`config.mk`:
```
export PLATFORM = sky130hd
export DESIGN_NAME = uart_link_controller
export DESIGN_NICKNAME = d
export VERILOG_FILES = /design/src/rtl/uart_link_controller.sv
export SDC_FILE = /design/constraint.sdc
export NUM_CORES = 1
export LEC_CHECK = 0
export ABC_AREA = 1
export CAP_MARGIN = 20
export CORE_MARGIN = 5
export CORE_UTILIZATION = 43
export CTS_BUF_LIST = sky130_fd_sc_hd__clkbuf_8
export CTS_CLUSTER_SIZE = 25
export DETAILED_ROUTE_END_ITERATION = 10
export HOLD_SLACK_MARGIN = 0.02
export PLACE_DENSITY = 0.84
export SYNTH_ARGS = -nofsm -noshare
export SYNTH_HDL_FRONTEND = slang
export SYNTH_SLANG_ARGS = --single-unit
export TNS_END_PERCENT = 100
```
`constraint.sdc`:
```
create_clock -name clock_i -period 3.02 [get_ports clock_i]
set_input_delay 0.906 -clock clock_i [delete_from_list [all_inputs] [get_ports clock_i]]
set_output_delay 0.906 -clock clock_i [all_outputs]
set_load 0.02 [all_outputs]
```
`src/rtl/uart_link_controller.sv`:
```
// uart_link_controller
//   Shares one Uart transmitter between REQUESTERS byte producers using
//   round-robin arbitration. Received bytes are forwarded to one consumer
//   over valid/ready. The Uart's level handshakes (write_i/write_busy_o and
//   read_ready_o/ack_i) are turned into plain valid/ready ports.
// Ports:
//   clock_i, reset_i           clock, synchronous active-high reset
//   req_valid_i/req_data_i     per-requester byte offers (byte k in [8k+7:8k])
//   req_ready_o                one-hot grant, combinational, TX_IDLE only
//   owner_o                    index of the most recently granted requester
//   uart_write_o/uart_data_o   to Uart write_i/data_i
//   uart_write_busy_i          from Uart write_busy_o
//   uart_read_ready_i/uart_data_i  from Uart read_ready_o/data_o
//   uart_ack_o                 to Uart ack_i
//   rx_valid_o/rx_data_o/rx_ready_i  received-byte stream to the consumer
module uart_link_controller #(
  parameter int unsigned REQUESTERS = 4
) (
  input  logic                            clock_i,
  input  logic                            reset_i,
  input  logic [REQUESTERS-1:0]           req_valid_i,
  input  logic [8*REQUESTERS-1:0]         req_data_i,
  output logic [REQUESTERS-1:0]           req_ready_o,
  output logic [$clog2(REQUESTERS)-1:0]   owner_o,
  output logic                            uart_write_o,
  output logic [7:0]                      uart_data_o,
  input  logic                            uart_write_busy_i,
  input  logic                            uart_read_ready_i,
  input  logic [7:0]                      uart_data_i,
  output logic                            uart_ack_o,
  output logic                            rx_valid_o,
  output logic [7:0]                      rx_data_o,
  input  logic                            rx_ready_i
);

  localparam int unsigned PW = $clog2(REQUESTERS);

  typedef enum logic [1:0] {TX_IDLE, TX_WRITE, TX_DRAIN} tx_state_t;
  typedef enum logic [1:0] {RX_IDLE, RX_ACK, RX_HOLD}    rx_state_t;

  // ---------------- TX path ----------------
  tx_state_t                        r_tx_state;
  tx_state_t                        w_tx_next;
  logic [PW-1:0]                    r_ptr;
  logic [PW-1:0]                    r_owner;
  logic [7:0]                       r_tx_data;
  logic                             w_win_found;
  logic [PW-1:0]                    w_win_idx;
  logic [PW-1:0]                    w_cand;
  logic                             w_grant;
  logic [REQUESTERS-1:0][7:0]       w_req_bytes;

  assign w_req_bytes = req_data_i;

  // Search pointer+1, pointer+2, ... (mod REQUESTERS); first valid wins.
  always_comb begin
    w_win_found = 1'b0;
    w_win_idx   = '0;
    w_cand      = '0;
    for (int unsigned step = 1; step <= REQUESTERS; step++) begin
      w_cand = PW'((32'(r_ptr) + step) % REQUESTERS);
      if (!w_win_found && req_valid_i[w_cand]) begin
        w_win_found = 1'b1;
        w_win_idx   = w_cand;
      end
    end
  end

  assign w_grant = (r_tx_state == TX_IDLE) && !uart_write_busy_i && w_win_found;

  always_comb begin
    req_ready_o = '0;
    if (w_grant) begin
      req_ready_o[w_win_idx] = 1'b1;
    end
  end

  always_comb begin
    w_tx_next = r_tx_state;
    unique case (r_tx_state)
      TX_IDLE:  if (w_grant)            w_tx_next = TX_WRITE;
      TX_WRITE: if (uart_write_busy_i)  w_tx_next = TX_DRAIN;
      TX_DRAIN: if (!uart_write_busy_i) w_tx_next = TX_IDLE;
      default:                          w_tx_next = TX_IDLE;
    endcase
  end

  always_ff @(posedge clock_i) begin
    if (reset_i) begin
      r_tx_state <= TX_IDLE;
      r_ptr      <= PW'(REQUESTERS - 1);
      r_owner    <= '0;
      r_tx_data  <= '0;
    end else begin
      r_tx_state <= w_tx_next;
      if (w_grant) begin
        r_tx_data <= w_req_bytes[w_win_idx];
        r_owner   <= w_win_idx;
        r_ptr     <= w_win_idx;
      end
    end
  end

  assign uart_write_o = (r_tx_state == TX_WRITE);
  assign uart_data_o  = r_tx_data;
  assign owner_o      = r_owner;

  // ---------------- RX path ----------------
  rx_state_t   r_rx_state;
  rx_state_t   w_rx_next;
  logic        r_rx_valid;
  logic [7:0]  r_rx_data;
  logic        r_ack;
  logic        w_rx_valid_nxt;
  logic [7:0]  w_rx_data_nxt;
  logic        w_ack_nxt;
  logic        w_consume;

  assign w_consume = r_rx_valid && rx_ready_i;

  // The consumer handshake clears rx_valid in every state; capture only
  // happens in RX_IDLE with the holding register empty, so they never collide.
  always_comb begin
    w_rx_next      = r_rx_state;
    w_rx_valid_nxt = w_consume ? 1'b0 : r_rx_valid;
    w_rx_data_nxt  = r_rx_data;
    w_ack_nxt      = r_ack;
    unique case (r_rx_state)
      RX_IDLE: begin
        if (uart_read_ready_i && !r_rx_valid) begin
          w_rx_data_nxt  = uart_data_i;
          w_rx_valid_nxt = 1'b1;
          w_ack_nxt      = 1'b1;
          w_rx_next      = RX_ACK;
        end
      end
      RX_ACK: begin
        if (!uart_read_ready_i) begin
          w_ack_nxt = 1'b0;
          w_rx_next = RX_HOLD;
        end
      end
      RX_HOLD: begin
        if (!r_rx_valid || w_consume) begin
          w_rx_next = RX_IDLE;
        end
      end
      default: w_rx_next = RX_IDLE;
    endcase
  end

  always_ff @(posedge clock_i) begin
    if (reset_i) begin
      r_rx_state <= RX_IDLE;
      r_rx_valid <= 1'b0;
      r_rx_data  <= '0;
      r_ack      <= 1'b0;
    end else begin
      r_rx_state <= w_rx_next;
      r_rx_valid <= w_rx_valid_nxt;
      r_rx_data  <= w_rx_data_nxt;
      r_ack      <= w_ack_nxt;
    end
  end

  assign rx_valid_o = r_rx_valid;
  assign rx_data_o  = r_rx_data;
  assign uart_ack_o = r_ack;

endmodule

```
=== Word level (Yosys, flattened, before mapping) ===
Cells that the tools add are included.

* Add/subtract/negate cells: 4
* Order comparisons: 6
* Equal/unequal tests: 10
* Multiplexer cells: 35
* Reduce and logical (&&, ||, !) cells: 21

{| class="wikitable"
|+ Operator list
! operator !! count
|-
| $mux W2 || 10
|-
| $bmux W8 S2 || 1
|-
| $lt A2 B3 Y1 const B || 5
|-
| $mux W1 || 14
|-
| $pmux W2 S3 || 2
|-
| $ne A2 B2 Y1 const B || 5
|-
| $reduce_and A3 Y1 || 3
|-
| $bmux W1 S2 || 4
|-
| $logic_and A1 B1 Y1 || 8
|-
| $mux W8 || 1
|-
| $logic_not A1 Y1 || 5
|-
| $add A2 B1 Y2 const B || 2
|-
| $add A2 B2 Y2 const B || 2
|-
| $eq A2 B1 Y1 const B || 2
|-
| $eq A2 B2 Y1 const B || 2
|-
| $logic_not A2 Y1 || 2
|-
| $mux W4 || 1
|-
| $demux W1 S2 || 1
|-
| $ge A2 B1 Y1 const B || 1
|-
| $ne A2 B1 Y1 const B || 1
|-
| $pmux W1 S2 || 1
|-
| $reduce_and A2 Y1 || 1
|-
| $reduce_bool A2 Y1 || 1
|-
| $logic_or A1 B1 Y1 || 1
|}

* Bits in registers: 26
* Bits of input ports: 49
* Output and inout port bits: 25
* Word-level logic and storage cells: 84

=== Longest topological paths before layout ===
Gate-level depths: netlist (run 1).

* Word-level depth: 18
* Mapped depth: 17
* Mapped depth without buffers: 15

=== Least setup slack after synthesis (run 1) ===
OpenSTA, ideal clock, no wires.

* Kind: input port to output port
* Start point: input port req_valid_i[3]
* End point: output port req_ready_o[0]
* Arrival time: 2097 ps
* Data required time: 2114 ps
* Path slack: 17 ps
* Cell stages on the path: 12
* Path buffers: 1
* Cell sequence: inv_1 nand2_1 nand3_1 nand2_1 nor2_4 nand3_2 nand2_4 nand2_4 inv_4 buf_8 nand2_1 nor2_1

* Longest elaborated chain between the ends: 17
* Elaborated cells on any way between the ends: 29
* Those cells by class: order compare (2); mux (19); reduce/logical (8)

{| class="wikitable"
|+ RTL lines
! item !! line !! RTL
|-
| from (decl) || 21 || <nowiki>input logic [REQUESTERS-1:0] req_valid_i,</nowiki>
|-
| $bmux W1 S2 || 62 || <nowiki>if (!w_win_found && req_valid_i[w_cand]) begin</nowiki>
|-
| $mux W1 (implied by the code) || 62 ||
|-
| $mux W1 || 62 ||
|-
| $logic_not A1 Y1 || 62 ||
|-
| $logic_and A1 B1 Y1 || 62 ||
|-
| $mux W1 || 62 ||
|-
| $logic_not A1 Y1 || 62 ||
|-
| $logic_and A1 B1 Y1 || 62 ||
|-
| $mux W1 || 62 ||
|-
| $logic_not A1 Y1 || 62 ||
|-
| $logic_and A1 B1 Y1 || 62 ||
|-
| $mux W2 || 62 ||
|-
| $lt A2 B3 Y1 (implied by the code) / $ge A2 B1 Y1 (equally long branches) || 74 || <nowiki>req_ready_o[w_win_idx] = 1'b1;</nowiki>
|-
| $logic_and A1 B1 Y1 (implied by the code) || 74 ||
|-
| $mux W1 (implied by the code) || 74 ||
|-
| $demux W1 S2 || 74 ||
|-
| $mux W4 (*) || 73 || <nowiki>if (w_grant) begin</nowiki>
|-
| to (decl) || 23 || <nowiki>output logic [REQUESTERS-1:0] req_ready_o,</nowiki>
|}

Mark *: on every way between the ends. The rest lies on a longest branch, timed or not. The select of a mux whose other input is x is not followed.

=== Worst setup path after layout (run 1) ===
* Start point: input port req_valid_i[0]
* End point: output port req_ready_o[2]

Same word-level chain as after synthesis.

==> results by group, run 1 <==
Global routing
  – GRT Overall Usage: 19.25%
  – Vias in the first global route: 1,840
  – First-pass GRT wire length: 8128 microns
  – Congestion Overflow GR: 0
  – Largest net degree at the start of global routing: 16
  – Initial antenna violation count: 0

CTS
  – Clk_lat worst skew: 0.27 ns
  – CTS tree: done
  – Clock tree buffer depth: 2
  – Clock root cell: clkbuf_8
  – Clock transition at path regs: 0.09 ns
  – Num CTS Buffers: 3
  – Sink Count: 26
  – H-tree depth: 1
  – Hold buffers post-CTS: 0

STA
  – Final hold viol count: 0
  – Fin crit share: 99.87%
  – Worst slew margin: 80.17%
  – Fin Clk Skew: 0.001425 ns
  – Setup TNS: 0 ns
  – Final min period: 3.016 ns
  – Measured slew at the worst slew-check pin: 0.2967 ns
  – # setup viols final: 0
  – RSZ-0062 raised after global routing: true
  – Hold WS: 0.4663 ns
  – Max Freq: 0.3316 GHz
  – Final slew viol count: 0

Routing
  – DR vias/cell: 4.804
  – Drt first-iter violations: 58
  – WL final: 5308 microns
  – ANT nets after route: 0
  – WL/cell: 12.67 microns
  – Vias: 2,013
  – DRT Pass-1 Iters: 4
  – DRC violations left: 0

Floorplan
  – Site Rows: 22
  – Initial Utilization: 44.25%
  – Core area: 0.003633 sq mm
  – DIE AREA: 0.005062 sq mm
  – Chip Height: 71.15 microns
  – Die W: 71.15 microns
  – Number of top-level pins: 74

Setup path
  – CP Launch Type: primary input
  – Most numerous cell on the critical path: nand2_4
  – Worst flop-to-flop path endpoint: uart_data_o[7]$_SDFFE_PP0P_
  – Type of the worst setup path: primary input to output pin
  – Arr. time, crit path: 2.11 ns
  – CP max stage cell: nor2_4
  – Max incr delay on CP: 0.13 ns
  – Critical-path cell list: buf_6 -> nand2_2 -> nand2_2 -> nand2_2 -> nand2_4 -> nor2_4 -> nand3_4 -> nand2_4 -> nand2_4 -> inv_4 -> nand2_4 -> nor2_4 -> buf_6
  – Worst Reg-to-Reg Cells: 22
  – Top fanout value on the critical path: 4
  – CP endpoint kind: output pin
  – CP required: 2.11 ns
  – Worst R2R Setup Slack: 0.37 ns
  – Worst setup path start: req_valid_i[0]
  – RR Startpoint: r_ptr[0]$_SDFFE_PP1P_
  – Setup crit end: req_ready_o[2]

Logic synthesis
  – Syn Nets: 315
  – Synthesis-stage register bit count: 26
  – Seq/Total Area, Yosys: 32.37%
  – Cells after synthesis: 266
  – Area contributors post-synth: dfxtp_1 32%, nand2_1 18%, nor2_1 13%
  – Top-area cell type share of the netlist area: 32.37%
  – Syn_area_per_cell: 6.044 sq um
  – Ys flop type: dfxtp_1
  – Synth cell types: 22
  – Ys async rst share: 0%
  – Mapped Area: 0.001608 sq mm
  – Synth area leader: dfxtp_1
  – YS warnings: 0
  – EDFF count, synth: 0

Cells and area
  – Design area: 0.002844 sq mm
  – Nets@finish: 421
  – Area growth syn-to-layout: 76.89%
  – Most frequent cells in the layout: 65 x clkdlybuf4s50_1, 63 x nand2_1, 47 x nor2_1
  – Layout cells sized above 1: 28.57%
  – Antenna Cells: 0
  – Fin cells: 419
  – Leading cell type in the layout, fill and taps excluded: clkdlybuf4s50_1

Power and ir drop
  – Psw: 0.9387 mW
  – Cell-internal power: 1.243 mW
  – Sequential Power Share: 20.2%
  – Pwr Density: 767.0 mW/mm^2
  – Design Power: 2.181 mW
  – Sw Ratio: 43.04%
  – Maximum VDD drop: 0.5561 mV
  – Combinational Power Share: 66.6%
  – P_leak: 1.361 nW
  – Clock power frac: 13.2%

Place
  – Cell area after placement: 0.002501 sq mm
  – RePlAce Congestion: 0.7828
  – Dpl cells: 399
  – Dpl hpwl: 3476 microns
  – IO Port Bufs: 73

Flow run
  – Maxcap violations: 0

Worst hold path
  – Hold Path Class: flop to flop

Status
  – Status: finished, final reports clean
area by class of cell:
class | count | area (sq um)
fill | 264 | 789.5
sequential | 26 | 520.5
tap | 48 | 60.06
clock inverter | 1 | 30.03
inverter | 34 | 145.1
timing repair buffer | 110 | 1039
multi-input combinational | 197 | 1008
clock buffer | 3 | 41.29
metal layers:
layer	vias up	track usage, %	wire (microns)	share of wire, %
li1	1024	-	-	-
met1	923	21.51	1973	37
met2	64	36.94	2961	56
met3	2	4.545	347	6.5
met4	0	3.132	25	0.47
met5	-	0	0	0
critical path: cells and delay by family:
| family | cells | cell delay, ns |
|---|---|---|
| buffers and inverters | 3 | 0.33 |
| AND/OR/NAND/NOR | 10 | 0.87 |
stage by stage:
step,worst slack (ns),util [%]
floorplan,0.01672,-
CTS,0.01080,74.55
detailed placement,-0.8368,68.84
global route,-0.07075,78.27
global placement,-0.8154,68.84
finish,0.003981,78.27
repair_timing:
item | in CTS | in global routing
pin swaps | 21 | 25
endpoints found under the hold margin | 0 | 0
resized for setup | 50 | 42
buffers inserted | 16 | 1
setup endpoints to repair | 4 | 11
Yosys cell counts, types with 3 or more instances:
master / number
dfxtp_1: 26
o21ai_0: 8
nor2_1: 56
inv_2: 3
nand2_2: 14
nand2_4: 3
a21oi_1: 7
nand3_1: 25
nand2_1: 77
inv_1: 27
clkbuf_1: 4
sequential cells by signal (all words and copies together) (netlist names):
| register | flops |
|---|---|
| rx_valid_o | 1 |
| rx_data_o | 8 |
| owner_o | 2 |
| r_rx_state | 2 |
| uart_ack_o | 1 |
| r_ptr | 2 |
| uart_data_o | 8 |
| r_tx_state | 2 |
cells by family after synthesis:
logic type	count (synthesis)	share of synthesized area, %
compound gates	17	5.603
buf+inv	43	12.92
flops	26	32.37
simple gates	180	49.10
how the worst min path moves through the flow:
stage / from / to / slack, ns / cells after the start
after floorplan: r_rx_state[1]$_SDFFE_PP0P_ / r_rx_state[1]$_SDFFE_PP0P_ / 0.47 / 2
after global placement: owner_o[1]$_SDFFE_PP0P_ / owner_o[1]$_SDFFE_PP0P_ / 0.45 / 2
after detailed placement: uart_ack_o$_SDFFE_PP0P_ / uart_ack_o$_SDFFE_PP0P_ / 0.45 / 2
after CTS: uart_ack_o$_SDFFE_PP0P_ / uart_ack_o$_SDFFE_PP0P_ / 0.47 / 2
after global routing: uart_ack_o$_SDFFE_PP0P_ / uart_ack_o$_SDFFE_PP0P_ / 0.52 / 2
final: uart_ack_o$_SDFFE_PP0P_ / uart_ack_o$_SDFFE_PP0P_ / 0.47 / 2
power by group through the flow:
| stage | combinational, mW | clock, mW | sequential (mW) |
|---|---|---|---|
| floorplan | 0.647 | 0 | 0.502 |
| global placement | 1.09 | 0 | 0.446 |
| detailed placement | 1.10 | 0 | 0.448 |
| CTS | 1.28 | 0.290 | 0.440 |
| global route | 1.57 | 0.307 | 0.449 |
| finish | 1.45 | 0.289 | 0.441 |
(Power assumes the default switching activity.)
==> run 2: changes to the inputs <==
--- a/config.mk
+++ b/config.mk
@@ -5,7 +5,6 @@
 export SDC_FILE = /design/constraint.sdc
 export NUM_CORES = 1
 export LEC_CHECK = 0
-export ABC_AREA = 1
 export CAP_MARGIN = 20
 export CORE_MARGIN = 5
 export CORE_UTILIZATION = 43
@@ -13,7 +12,7 @@
 export CTS_CLUSTER_SIZE = 25
 export DETAILED_ROUTE_END_ITERATION = 10
 export HOLD_SLACK_MARGIN = 0.02
-export PLACE_DENSITY = 0.84
+export PLACE_DENSITY = 0.89
 export SYNTH_ARGS = -nofsm -noshare
 export SYNTH_HDL_FRONTEND = slang
 export SYNTH_SLANG_ARGS = --single-unit
==> constraint.sdc (replaced) <==
create_clock -name clock_i -period 3.51 [get_ports clock_i]
set_input_delay 1.053 -clock clock_i [delete_from_list [all_inputs] [get_ports clock_i]]
set_output_delay 1.053 -clock clock_i [all_outputs]
set_load 0.02 [all_outputs]
==> run 2 against run 1 <==
Clock-buffer cell count is 1 higher. Final cell count decreased by 35%. Global-route usage is 0.28 points lower. Routed wire length decreased by 24%. Utilization fell by 2.7 points. Largest power group is now sequential cells.
==> results by group, run 2 <==
Logic synthesis
  – Syn Nets: 193 (was 315)
  – Area contributors post-synth: dfxtp_1 39%, mux2i_1 13%, o221ai_2 10% (was dfxtp_1 32%, nand2_1 18%, nor2_1 13%)
  – Top-area cell type share of the netlist area: 38.99% (was 32.37%)
  – Syn_area_per_cell: 9.271 sq um (was 6.044 sq um)
  – EDFF count, synth: 0 (unchanged)
  – YS warnings: 0 (unchanged)
  – Seq/Total Area, Yosys: 38.99% (was 32.37%)
  – Ys async rst share: 0% (unchanged)
  – Synth cell types: 28 (was 22)
  – Mapped Area: 0.001335 sq mm (was 0.001608 sq mm)
  – Cells after synthesis: 144 (was 266)
  – Post-synth top cells: 26 x dfxtp_1, 21 x nand2_1, 17 x mux2i_1 (was 77 x nand2_1, 56 x nor2_1, 27 x inv_1)
  – Synthesis-stage register bit count: 26 (unchanged)
  – Ys flop type: dfxtp_1 (unchanged)
  – Most frequent cell after synthesis: dfxtp_1 (was nand2_1)
  – Synth area leader: dfxtp_1 (unchanged)

Routing
  – DR vias/cell: 5.092 (was 4.804)
  – Vias: 1,385 (was 2,013)
  – DRC violations left: 0 (unchanged)
  – Drt first-iter violations: 68 (was 58)
  – WL final: 4016 microns (was 5308 microns)
  – DRT Pass-1 Iters: 4 (unchanged)
  – WL/cell: 14.76 microns (was 12.67 microns)
  – ANT nets after route: 0 (unchanged)

Floorplan
  – Site Rows: 20 (was 22)
  – Number of top-level pins: 74 (unchanged)
  – Core area: 0.003028 sq mm (was 0.003633 sq mm)
  – DIE AREA: 0.004319 sq mm (was 0.005062 sq mm)
  – Initial Utilization: 44.09% (was 44.25%)
  – Chip Height: 65.72 microns (was 71.15 microns)
  – Die W: 65.72 microns (was 71.15 microns)

CTS
  – Num CTS Buffers: 3 (unchanged)
  – Clock transition at path regs: 0.09 ns (about the same)
  – H-tree depth: 1 (unchanged)
  – Clock tree buffer depth: 2 (unchanged)
  – Clk_lat worst skew: 0.27 ns (about the same)
  – Hold buffers post-CTS: 0 (unchanged)
  – Sink Count: 26 (unchanged)
  – Clock root cell: clkbuf_8 (unchanged)
  – CTS tree: done (unchanged)

Setup path
  – Top fanout value on the critical path: 6 (was 4)
  – CP required: 2.46 ns (was 2.11 ns)
  – Type of the worst setup path: primary input to output pin (unchanged)
  – WP buf/inv: 4 (was 3)
  – CP endpoint kind: output pin (unchanged)
  – Critical-path cell list: clkdlybuf4s15_2 -> nor4_4 -> buf_4 -> nor4_2 -> buf_4 -> and3_1 -> clkdlybuf4s15_2 (was buf_6 -> nand2_2 -> nand2_2 -> nand2_2 -> nand2_4 -> nor2_4 -> nand3_4 -> nand2_4 -> nand2_4 -> inv_4 -> nand2_4 -> nor2_4 -> buf_6)
  – Worst Reg-to-Reg Cells: 7 (was 22)
  – CP max stage cell: nor4_4 (was nor2_4)
  – Crit path max-delay family: buffers and inverters (was simple AND/OR/NAND/NOR gates)
  – Max incr delay on CP: 0.36 ns (was 0.13 ns)
  – WP depth: 7 (was 13)
  – Arr. time, crit path: 2.43 ns (was 2.11 ns)
  – CP Launch Type: primary input (unchanged)

Place
  – RePlAce Congestion: 0.7711 (was 0.7828)
  – Dpl cells: 265 (was 399)
  – Place WS: -0.6306 ns (was -0.8368 ns)
  – IO Port Bufs: 73 (unchanged)
  – Dpl hpwl: 3093 microns (was 3476 microns)

STA
  – Final hold viol count: 0 (unchanged)
  – Fin Clk Skew: 0.002254 ns (was 0.001425 ns)
  – Hold WS: 0.4636 ns (was 0.4663 ns)
  – Worst setup margin: 0.03008 ns (was 0.003981 ns)
  – Final slew viol count: 0 (unchanged)
  – Max Freq: 0.2874 GHz
  – Final min period: 3.480 ns
  – Measured slew at the worst slew-check pin: 0.7372 ns (was 0.2967 ns)
  – Worst slew margin: 50.47% (was 80.17%)
  – Fin crit share: 99.14%
  – # setup viols final: 0 (unchanged)

Cells and area
  – Area growth syn-to-layout: 71.32% (was 76.89%)
  – Nets@finish: 278 (was 421)
  – Fin cells: 272 (was 419)
  – Most frequent cells in the layout: 65 x clkdlybuf4s50_1, 26 x dfxtp_1, 21 x nand2_1 (was 65 x clkdlybuf4s50_1, 63 x nand2_1, 47 x nor2_1)
  – Antenna Cells: 0 (unchanged)
  – Leading cell type in the layout, fill and taps excluded: clkdlybuf4s50_1 (unchanged)
  – Post-layout util: 75.54% (was 78.27%)
  – Layout cells sized above 1: 19.74% (was 28.57%)

Worst hold path
  – Hold Path Class: flop to flop (unchanged)
  – Worst Hold Path Cells: 2 (unchanged)

Global routing
  – Initial antenna violation count: 0 (unchanged)
  – Congestion Overflow GR: 0 (unchanged)
  – First-pass GRT wire length: 6403 microns (was 8128 microns)
  – Largest net degree at the start of global routing: 17 (was 16)
  – GRT Overall Usage: 18.97% (was 19.25%)
  – Vias in the first global route: 1,425 (was 1,840)

Status
  – Status: finished, final reports clean (unchanged)

Flow run
  – Maxcap violations: 0 (unchanged)

Power and ir drop
  – Maximum VDD drop: 0.2547 mV (was 0.5561 mV)
  – P_leak: 0.8763 nW (was 1.361 nW)
  – Pwr Density: 359.5 mW/mm^2 (was 767.0 mW/mm^2)
-- run 2: cell count changes in the layout (fill, tap and decap cells not counted), sizes merged, moves of 8 or more --
cell / before / now
buf: 45 / 18
inv: 33 / 3
mux2i: 0 / 17
nand2: 94 / 22
nand3: 26 / 0
nand3b: 0 / 8
nor2: 58 / 10
o221ai: 0 / 9
-- run 2: layout make-up --
type                       count  area, sq um
timing repair buffer          89        847.1
multi-input combinational    106        798.3
fill                         218        740.7
sequential                    26        520.5
clock buffer                   4        55.05
tap                           44        55.05
inverter                       3        11.26
-- run 2: tightest hold or removal path: cells and delay by family, from the launching register on --
family / cells / cell delay (ns)
compound gates: 1 / 0.06
simple gates: 1 / 0.05
flops: 1 / 0.32
-- run 2: worst paths after layout --
check / start / to / slack (ns)
setup / recovery: req_valid_i[3] / req_ready_o[3] / 0.03
hold / removal: owner_o[1]$_SDFFE_PP0P_ / owner_o[1]$_SDFFE_PP0P_ / 0.46
setup reg to reg: r_ptr[1]$_SDFFE_PP1P_ / uart_data_o[1]$_SDFFE_PP0P_ / 1.63
hold reg to reg: owner_o[1]$_SDFFE_PP0P_ / owner_o[1]$_SDFFE_PP0P_ / 0.46
-- run 2: kinds of logic after synthesis --
logic type      Yosys count  synth area share, %
simple gates             57                23.06
compound gates           31                19.77
xor+xnor                  1               0.6562
flops                    26                38.99
mux                      17                12.75
buf+inv                  12                4.779
-- run 2: power breakdown --
| part | total [mW] | switching, mW | internal [mW] |
|---|---|---|---|
| registers | 0.339 | 0.0194 | 0.320 |
| logic | 0.287 | 0.129 | 0.157 |
| clock network | 0.196 | 0.0958 | 0.100 |
| total | 0.822 | 0.244 | 0.578 |
-- run 2: stage by stage --
stage / total power, mW / setup TNS, ns / cell area [sq um]
6_report: 0.8223 / 0 / 2287
5_1_grt: 0.8604 / -0.01707 / 2287
4_1_cts: 0.8194 / 0 / 2261
3_5_place_dp: 0.6223 / -2.449 / 2173
3_3_place_gp: 0.6139 / -2.174 / 2173
2_1_floorplan: 0.4823 / 0 / 1335
-- run 2: metal layers --
| layer | track usage [%] | part of all wire, % |
|---|---|---|
| met5 | 0 | 0 |
| met4 | 3.886 | 0.82 |
| met3 | 7.521 | 8.7 |
| met2 | 35.29 | 54 |
| met1 | 19.85 | 37 |
-- run 2: what timing repair did --
action,CTS,global route
setup endpoints to repair,4,4
gates resized for setup,29,6
pin swaps,2,1
setup buffers,2,1
==> run 3: changes to the inputs <==
--- a/config.mk
+++ b/config.mk
@@ -7,12 +7,12 @@
 export LEC_CHECK = 0
 export CAP_MARGIN = 20
 export CORE_MARGIN = 5
-export CORE_UTILIZATION = 43
-export CTS_BUF_LIST = sky130_fd_sc_hd__clkbuf_8
+export CORE_UTILIZATION = 41
+export CTS_BUF_LIST = sky130_fd_sc_hd__clkbuf_16
 export CTS_CLUSTER_SIZE = 25
 export DETAILED_ROUTE_END_ITERATION = 10
 export HOLD_SLACK_MARGIN = 0.02
-export PLACE_DENSITY = 0.89
+export PLACE_DENSITY = 0.86
 export SYNTH_ARGS = -nofsm -noshare
 export SYNTH_HDL_FRONTEND = slang
 export SYNTH_SLANG_ARGS = --single-unit
==> run 3 against run 2 <==
Sequential power barely moved. Maximum frequency grew 2.2%. Routed wire length is essentially flat. Clock-buffer cell count down 1. Hold slack worse by 0.0041 ns. Utilization fell by 2.0 points. Critical path type unchanged.
==> results by group, run 3 (synthesis results as in run 2) <==
Status
  – Status: finished, final reports clean (unchanged)

STA
  – Max Freq: 0.2937 GHz (was 0.2874 GHz)
  – # setup viols final: 0 (unchanged)
  – Final hold viol count: 0 (unchanged)
  – Final slew viol count: 0 (unchanged)
  – Setup TNS: 0 ns (unchanged)
  – Final min period: 3.405 ns (was 3.480 ns)
  – Fin crit share: 97.01% (was 99.14%)
  – Worst slew margin: 51.74% (was 50.47%)
  – Worst setup margin: 0.1051 ns (was 0.03008 ns)
  – Fin Clk Skew: 0.003225 ns (was 0.002254 ns)
  – Measured slew at the worst slew-check pin: 0.7183 ns (was 0.7372 ns)

Routing
  – Drt first-iter violations: 68 (unchanged)
  – DRC violations left: 0 (unchanged)
  – DRT Pass-1 Iters: 4 (unchanged)
  – DR vias/cell: 5.108 (was 5.092)
  – WL final: 4017 microns (was 4016 microns)
  – Vias: 1,369 (was 1,385)
  – WL/cell: 14.99 microns (was 14.76 microns)
  – ANT nets after route: 0 (unchanged)

Cells and area
  – Leading cell type in the layout, fill and taps excluded: clkdlybuf4s50_1 (unchanged)
  – Most frequent cells in the layout: 65 x clkdlybuf4s50_1, 26 x dfxtp_1, 21 x nand2_1 (unchanged)
  – Nets@finish: 274 (was 278)
  – Area growth syn-to-layout: 69.54% (was 71.32%)
  – Layout cells sized above 1: 16.96% (was 19.74%)
  – Antenna Cells: 0 (unchanged)

Setup path
  – Type of the worst setup path: primary input to output pin (unchanged)
  – Worst R2R Setup Slack: 1.59 ns (was 1.63 ns)
  – Worst flop-to-flop path endpoint: uart_data_o[2]$_SDFFE_PP0P_ (was uart_data_o[1]$_SDFFE_PP0P_)
  – CP max stage cell: or4_4 (was nor4_4)
  – WP depth: 4 (was 7)
  – Worst Reg-to-Reg Cells: 6 (was 7)
  – Arr. time, crit path: 2.35 ns (was 2.43 ns)
  – CP endpoint kind: output pin (unchanged)
  – RR Startpoint: r_ptr[1]$_SDFFE_PP1P_ (unchanged)
  – Critical-path cell list: clkdlybuf4s50_1 -> or4_4 -> nor3b_2 -> buf_4 (was clkdlybuf4s15_2 -> nor4_4 -> buf_4 -> nor4_2 -> buf_4 -> and3_1 -> clkdlybuf4s15_2)
  – Top fanout value on the critical path: 3 (was 6)
  – WP buf/inv: 2 (was 4)
  – CP Launch Type: primary input (unchanged)
  – CP required: 2.46 ns (about the same)
  – Worst setup path start: uart_write_busy_i (was req_valid_i[3])
  – Max incr delay on CP: 0.51 ns (was 0.36 ns)
  – Crit path max-delay family: simple AND/OR/NAND/NOR gates (was buffers and inverters)

Worst hold path
  – Worst Hold Path EP: rx_data_o[0]$_SDFFE_PP0P_ (was owner_o[1]$_SDFFE_PP0P_)
  – Worst Hold Path Cells: 2 (unchanged)
  – Hold Path Class: flop to flop (unchanged)
  – Worst Hold Launch: rx_data_o[0]$_SDFFE_PP0P_ (was owner_o[1]$_SDFFE_PP0P_)

Global routing
  – Initial antenna violation count: 0 (unchanged)
  – Congestion Overflow GR: 0 (unchanged)
  – First-pass GRT wire length: 6486 microns (was 6403 microns)
  – Largest net degree at the start of global routing: 18 (was 17)
  – GRT Overall Usage: 18.35% (was 18.97%)
  – Vias in the first global route: 1,470 (was 1,425)

Floorplan
  – Chip Height: 67.06 microns (was 65.72 microns)
  – Core area: 0.003078 sq mm (was 0.003028 sq mm)
  – DIE AREA: 0.004497 sq mm (was 0.004319 sq mm)
  – Die W: 67.06 microns (was 65.72 microns)
  – Number of top-level pins: 74 (unchanged)
  – Initial Utilization: 43.37% (was 44.09%)
  – Site Rows: 20 (unchanged)

Flow run
  – Maxcap violations: 0 (unchanged)

Place
  – Place WS: -0.6264 ns (was -0.6306 ns)
  – Dpl hpwl: 3217 microns (was 3093 microns)
  – RePlAce Congestion: 0.8047 (was 0.7711)
  – IO Port Bufs: 73 (unchanged)

Power and ir drop
  – P_leak: 0.8778 nW (was 0.8763 nW)
  – Maximum VDD drop: 0.3027 mV (was 0.2547 mV)
  – Pwr Density: 381.7 mW/mm^2 (was 359.5 mW/mm^2)

CTS
  – Clock tree buffer depth: 2 (unchanged)
  – Clock transition at path regs: 0.06 ns (was 0.09 ns)
  – Num CTS Buffers: 3 (unchanged)
  – Clock root cell: clkbuf_16 (was clkbuf_8)
  – Hold buffers post-CTS: 0 (unchanged)
  – Sink Count: 26 (unchanged)
  – Clk_lat worst skew: 0.25 ns (was 0.27 ns)
  – # Post-CTS Setup Buffers: 0 (was 2)
  – H-tree depth: 1 (unchanged)
  – CTS tree: done (unchanged)
[run 3: changes by cell type in the layout (fill, tap and decap cells not counted), sizes merged]
| cell | change |
|---|---|
| dlymetal6s2s | +1 |
| dlygate4sd2 | +2 |
| buf | -2 |
| clkdlybuf4s15 | -5 |
| clkbuf | -1 |
| clkinv | +1 |
[run 3: layout make-up]
type | instances | area (sq um)
Clock buffer | 3 | 75.07
Clock inverter | 1 | 3.754
Fill cell | 236 | 814.5
Inverter | 3 | 11.26
Multi-Input combinational cell | 106 | 795.8
Sequential cell | 26 | 520.5
Tap cell | 44 | 55.05
Timing Repair Buffer | 85 | 802.0
[run 3: power breakdown]
group / internal (mW) / switching (mW) / total, mW
combinational: 0.149 / 0.127 / 0.277
clock: 0.152 / 0.0951 / 0.247
sequential: 0.320 / 0.0195 / 0.340
[run 3: worst min-delay path: cells and delay by family, from the launching register on]
kind / cells / cell delay, ns
AND/OR/NAND/NOR: 1 / 0.05
flip-flops: 1 / 0.31
AO/OA/AOI/OAI: 1 / 0.05
[run 3: worst max-delay path by stage]
stage,to,slack [ns]
2_1_floorplan,req_ready_o[1],0.07
3_3_place_gp,req_ready_o[1],-0.53
3_5_place_dp,req_ready_o[0],-0.63
4_1_cts,req_ready_o[0],0.005
5_1_grt,req_ready_o[2],-0.006
6_report,req_ready_o[1],0.11
[run 3: timing repair]
action | in CTS | in global routing
gates resized for setup | 27 | 4
pin swaps | 2 | 2
endpoints found under the setup margin | 4 | 4
[run 3: stage by stage]
| stage | utilization, % | total power [mW] | hold WS (ns) | area (sq um) | cells |
|---|---|---|---|---|---|
| 3_3_place_gp | 70.37 | 0.6131 | 0.4422 | 2166 | 264 |
| 5_1_grt | 73.54 | 0.9039 | 0.4834 | 2263 | 268 |
| 6_report | 73.54 | 0.8640 | 0.4594 | 2263 | 268 |
| 2_1_floorplan | - | 0.4823 | 0.4866 | 1335 | 144 |
| 3_5_place_dp | 70.37 | 0.6216 | 0.4531 | 2166 | 264 |
| 4_1_cts | 72.93 | 0.8658 | 0.4615 | 2245 | 268 |
[run 3: per-layer routing]
metal  up-vias  global-route usage (%)  part of all wire (%)
li1        675                       -                     -
met4         0                   4.557                  0.85
met2        68                   34.23                    50
met3         7                   6.914                    11
met1       619                   18.98                    39
met5         -                       0                     0
==> RTL edit: new RTL, flow settings as in run 2 <==
The parameter `REQUESTERS` goes from 4 to 2.
--- a/src/rtl/uart_link_controller.sv
+++ b/src/rtl/uart_link_controller.sv
@@ -14,7 +14,7 @@
 //   uart_ack_o                 to Uart ack_i
 //   rx_valid_o/rx_data_o/rx_ready_i  received-byte stream to the consumer
 module uart_link_controller #(
-  parameter int unsigned REQUESTERS = 4
+  parameter int unsigned REQUESTERS = 2
 ) (
   input  logic                            clock_i,
   input  logic                            reset_i,
Interface: changed (resized owner_o, req_data_i, req_ready_o and req_valid_i); port bits go from 74 to 53. The function was not compared with the original's and may differ.
==> RTL edit against run 2 <==
Design area fell by 29%. Synthesized cell count shrank 25%. Area after synthesis down 27%. Highest routed layer unchanged. Sequential cell count is 2 lower. Critical path depth shrank 2. Cell count shrank 29%. Critical path type unchanged. Critical endpoint is now req_ready_o[0]. Worst setup slack improved by 0.12 ns. Routed wire length shrank 27%. Global-route usage down 0.99 points. Clock skew grew 0.0016 ns. Power down 16%.
==> RTL edit: results (changes against run 2) <==
{| class="wikitable"
! Metric !! Value
|-
| Run status || finished, final reports clean
|-
| Share of layout cells above drive strength 1 || 10.3% (-9.4 points)
|-
| Vias per std cell || 5.26 (+3.3%)
|-
| Number of port buffers || 52 (-29%)
|-
| First-pass detailed-route iteration total || 4 (unchanged)
|-
| Weighted congestion reported at the end of routability-driven placement || 0.785 (+1.8%)
|-
| Total detailed-routing wirelength || 2910 um (-27%)
|-
| Number of distinct library cell variants in the gate-level netlist after synthesis || 27 (-3.6%)
|-
| Hpwl dp || 2190 um (-29%)
|-
| Number of global-route vias before repair || 1,002 (-30%)
|-
| Seq/Total Area, Yosys || 49.2% (+10 points)
|-
| Starting DRT DRC Count || 16 (-76%)
|-
| Leak || 0.637 nW (-27%)
|-
| Clock slew at reported path FFs || roughly 0.08 ns
|-
| Most frequent cells after synthesis || 24 x sky130_fd_sc_hd__dfxtp_1, 24 x sky130_fd_sc_hd__nand2_1, 12 x sky130_fd_sc_hd__a21oi_1, 9 x sky130_fd_sc_hd__a221o_1, 8 x sky130_fd_sc_hd__nor3_1
|-
| Highest fanout seen on the critical path || 2 (-4)
|-
| Met2 routed wirelength || 1590 um (-26%)
|-
| Top layer in use || met4
|-
| Routed metal-1 wirelength || 1150 um (-22%)
|-
| Final net count || 197 (-29%)
|-
| Global router's overall resource usage || 18.0% (-0.99 points)
|-
| Diode count || 0 (unchanged)
|-
| Number of fillers in the final layout || 160 (-27%)
|-
| Maximum number of pins on one net before global-route repair || 17 (unchanged)
|-
| Detail Route met3 WL || 140 um (-60%)
|-
| Post-synth net total || 139 (-28%)
|-
| Biggest area contributors in the synthesized netlist || sky130_fd_sc_hd__dfxtp_1 49%, sky130_fd_sc_hd__a221o_1 9.2%, sky130_fd_sc_hd__nand2_1 9.2%
|-
| First-pass GRT wire length || 4660 um (-27%)
|-
| Post-CTS resize count || 2 (-93%)
|-
| Antenna violations before repair || 0 (unchanged)
|-
| Transition time at the pin with the least slew margin || 0.675 ns (-0.0623 ns)
|-
| Highest ir drop seen on vdd || 0.000320 V (+26%)
|-
| Arr. time, crit path || 2.30 ns (-0.13 ns)
|-
| Clk root buf || sky130_fd_sc_hd__clkbuf_8
|-
| Setup fix buffers added after clock tree synthesis || 0 (-2)
|-
| Final setup skew || 0.00384 ns (+0.00158 ns)
|}
-- RTL edit: cell count changes in the layout (fill, tap and decap cells not counted), moves of 3 or more --
cell	delta
sky130_fd_sc_hd__mux2i_1	-17
sky130_fd_sc_hd__clkdlybuf4s50_1	-15
sky130_fd_sc_hd__buf_4	-10
sky130_fd_sc_hd__a221o_1	+9
sky130_fd_sc_hd__o221ai_2	-9
sky130_fd_sc_hd__nand3b_1	-8
sky130_fd_sc_hd__nor2_1	-6
sky130_fd_sc_hd__nor3_1	+5
sky130_fd_sc_hd__clkdlybuf4s15_2	-4
sky130_fd_sc_hd__nand2_1	+3
-- RTL edit: final timing paths --
path / endpoint / cells after the start / slack (ns) / startpoint
worst min register to register: rx_data_o[6] / 2 / 0.46 / rx_data_o[6]
worst max register to register: uart_data_o[6] / 3 / 1.88 / r_tx_state[0]
worst min-delay path: rx_data_o[6] / 2 / 0.46 / rx_data_o[6]
worst max-delay path: req_ready_o[0] / 5 / 0.15 / req_valid_i[1]
-- RTL edit: logic make-up after synthesis --
logic type,count (synthesis),synth area share [%]
compound gates,25,19.0
simple gates,49,26.6
buf+inv,9,4.35
flops,24,49.2
xor+xnor,1,0.896
-- RTL edit: area by class of cell --
class | instances | area [um^2] | share of cell area [%]
tap | 28 | 35.0 | 2.16
clock buffer | 3 | 41.3 | 2.54
inverter | 3 | 11.3 | 0.694
sequential | 24 | 480 | 29.6
multi-input combinational | 75 | 454 | 28.0
timing repair buffer | 59 | 571 | 35.2
clock inverter | 1 | 30.0 | 1.85
-- RTL edit: worst max-delay path, cell delays in order --
cell and delay (ns):
sky130_fd_sc_hd__clkdlybuf4s50_1 0.48, sky130_fd_sc_hd__buf_4 0.11, sky130_fd_sc_hd__nor2b_1 0.16, sky130_fd_sc_hd__and3b_1 0.19, sky130_fd_sc_hd__dlygate4sd2_1 0.32
-- RTL edit: per-stage QoR --
| stage | cells | util [%] | hold slack [ns] | worst slack, ns |
|---|---|---|---|---|
| global placement | 189 | 70.9 | 0.441 | -0.111 |
| floorplan | 108 | - | 0.479 | 0.543 |
| CTS | 193 | 74.1 | 0.457 | 0.153 |
| detailed placement | 189 | 70.9 | 0.448 | -0.128 |
| finish | 193 | 74.1 | 0.457 | 0.153 |
| global route | 193 | 74.1 | 0.484 | 0.0766 |
-- RTL edit: power by group --
group	switching [W]	total, W	internal, W
Clock	0.0000869	0.000239	0.000152
Sequential	0.0000132	0.000304	0.000291
Combinational	0.0000664	0.000149	0.0000829
Total	0.000167	0.000693	0.000526
-- RTL edit: per-layer routing --
| metal | track usage [%] | vias up |
|---|---|---|
| met5 | 0 | - |
| met4 | 5.63 | 0 |
| met3 | 3.79 | 4 |
| met2 | 32.1 | 29 |
| met1 | 21.4 | 479 |
| li1 | - | 503 |
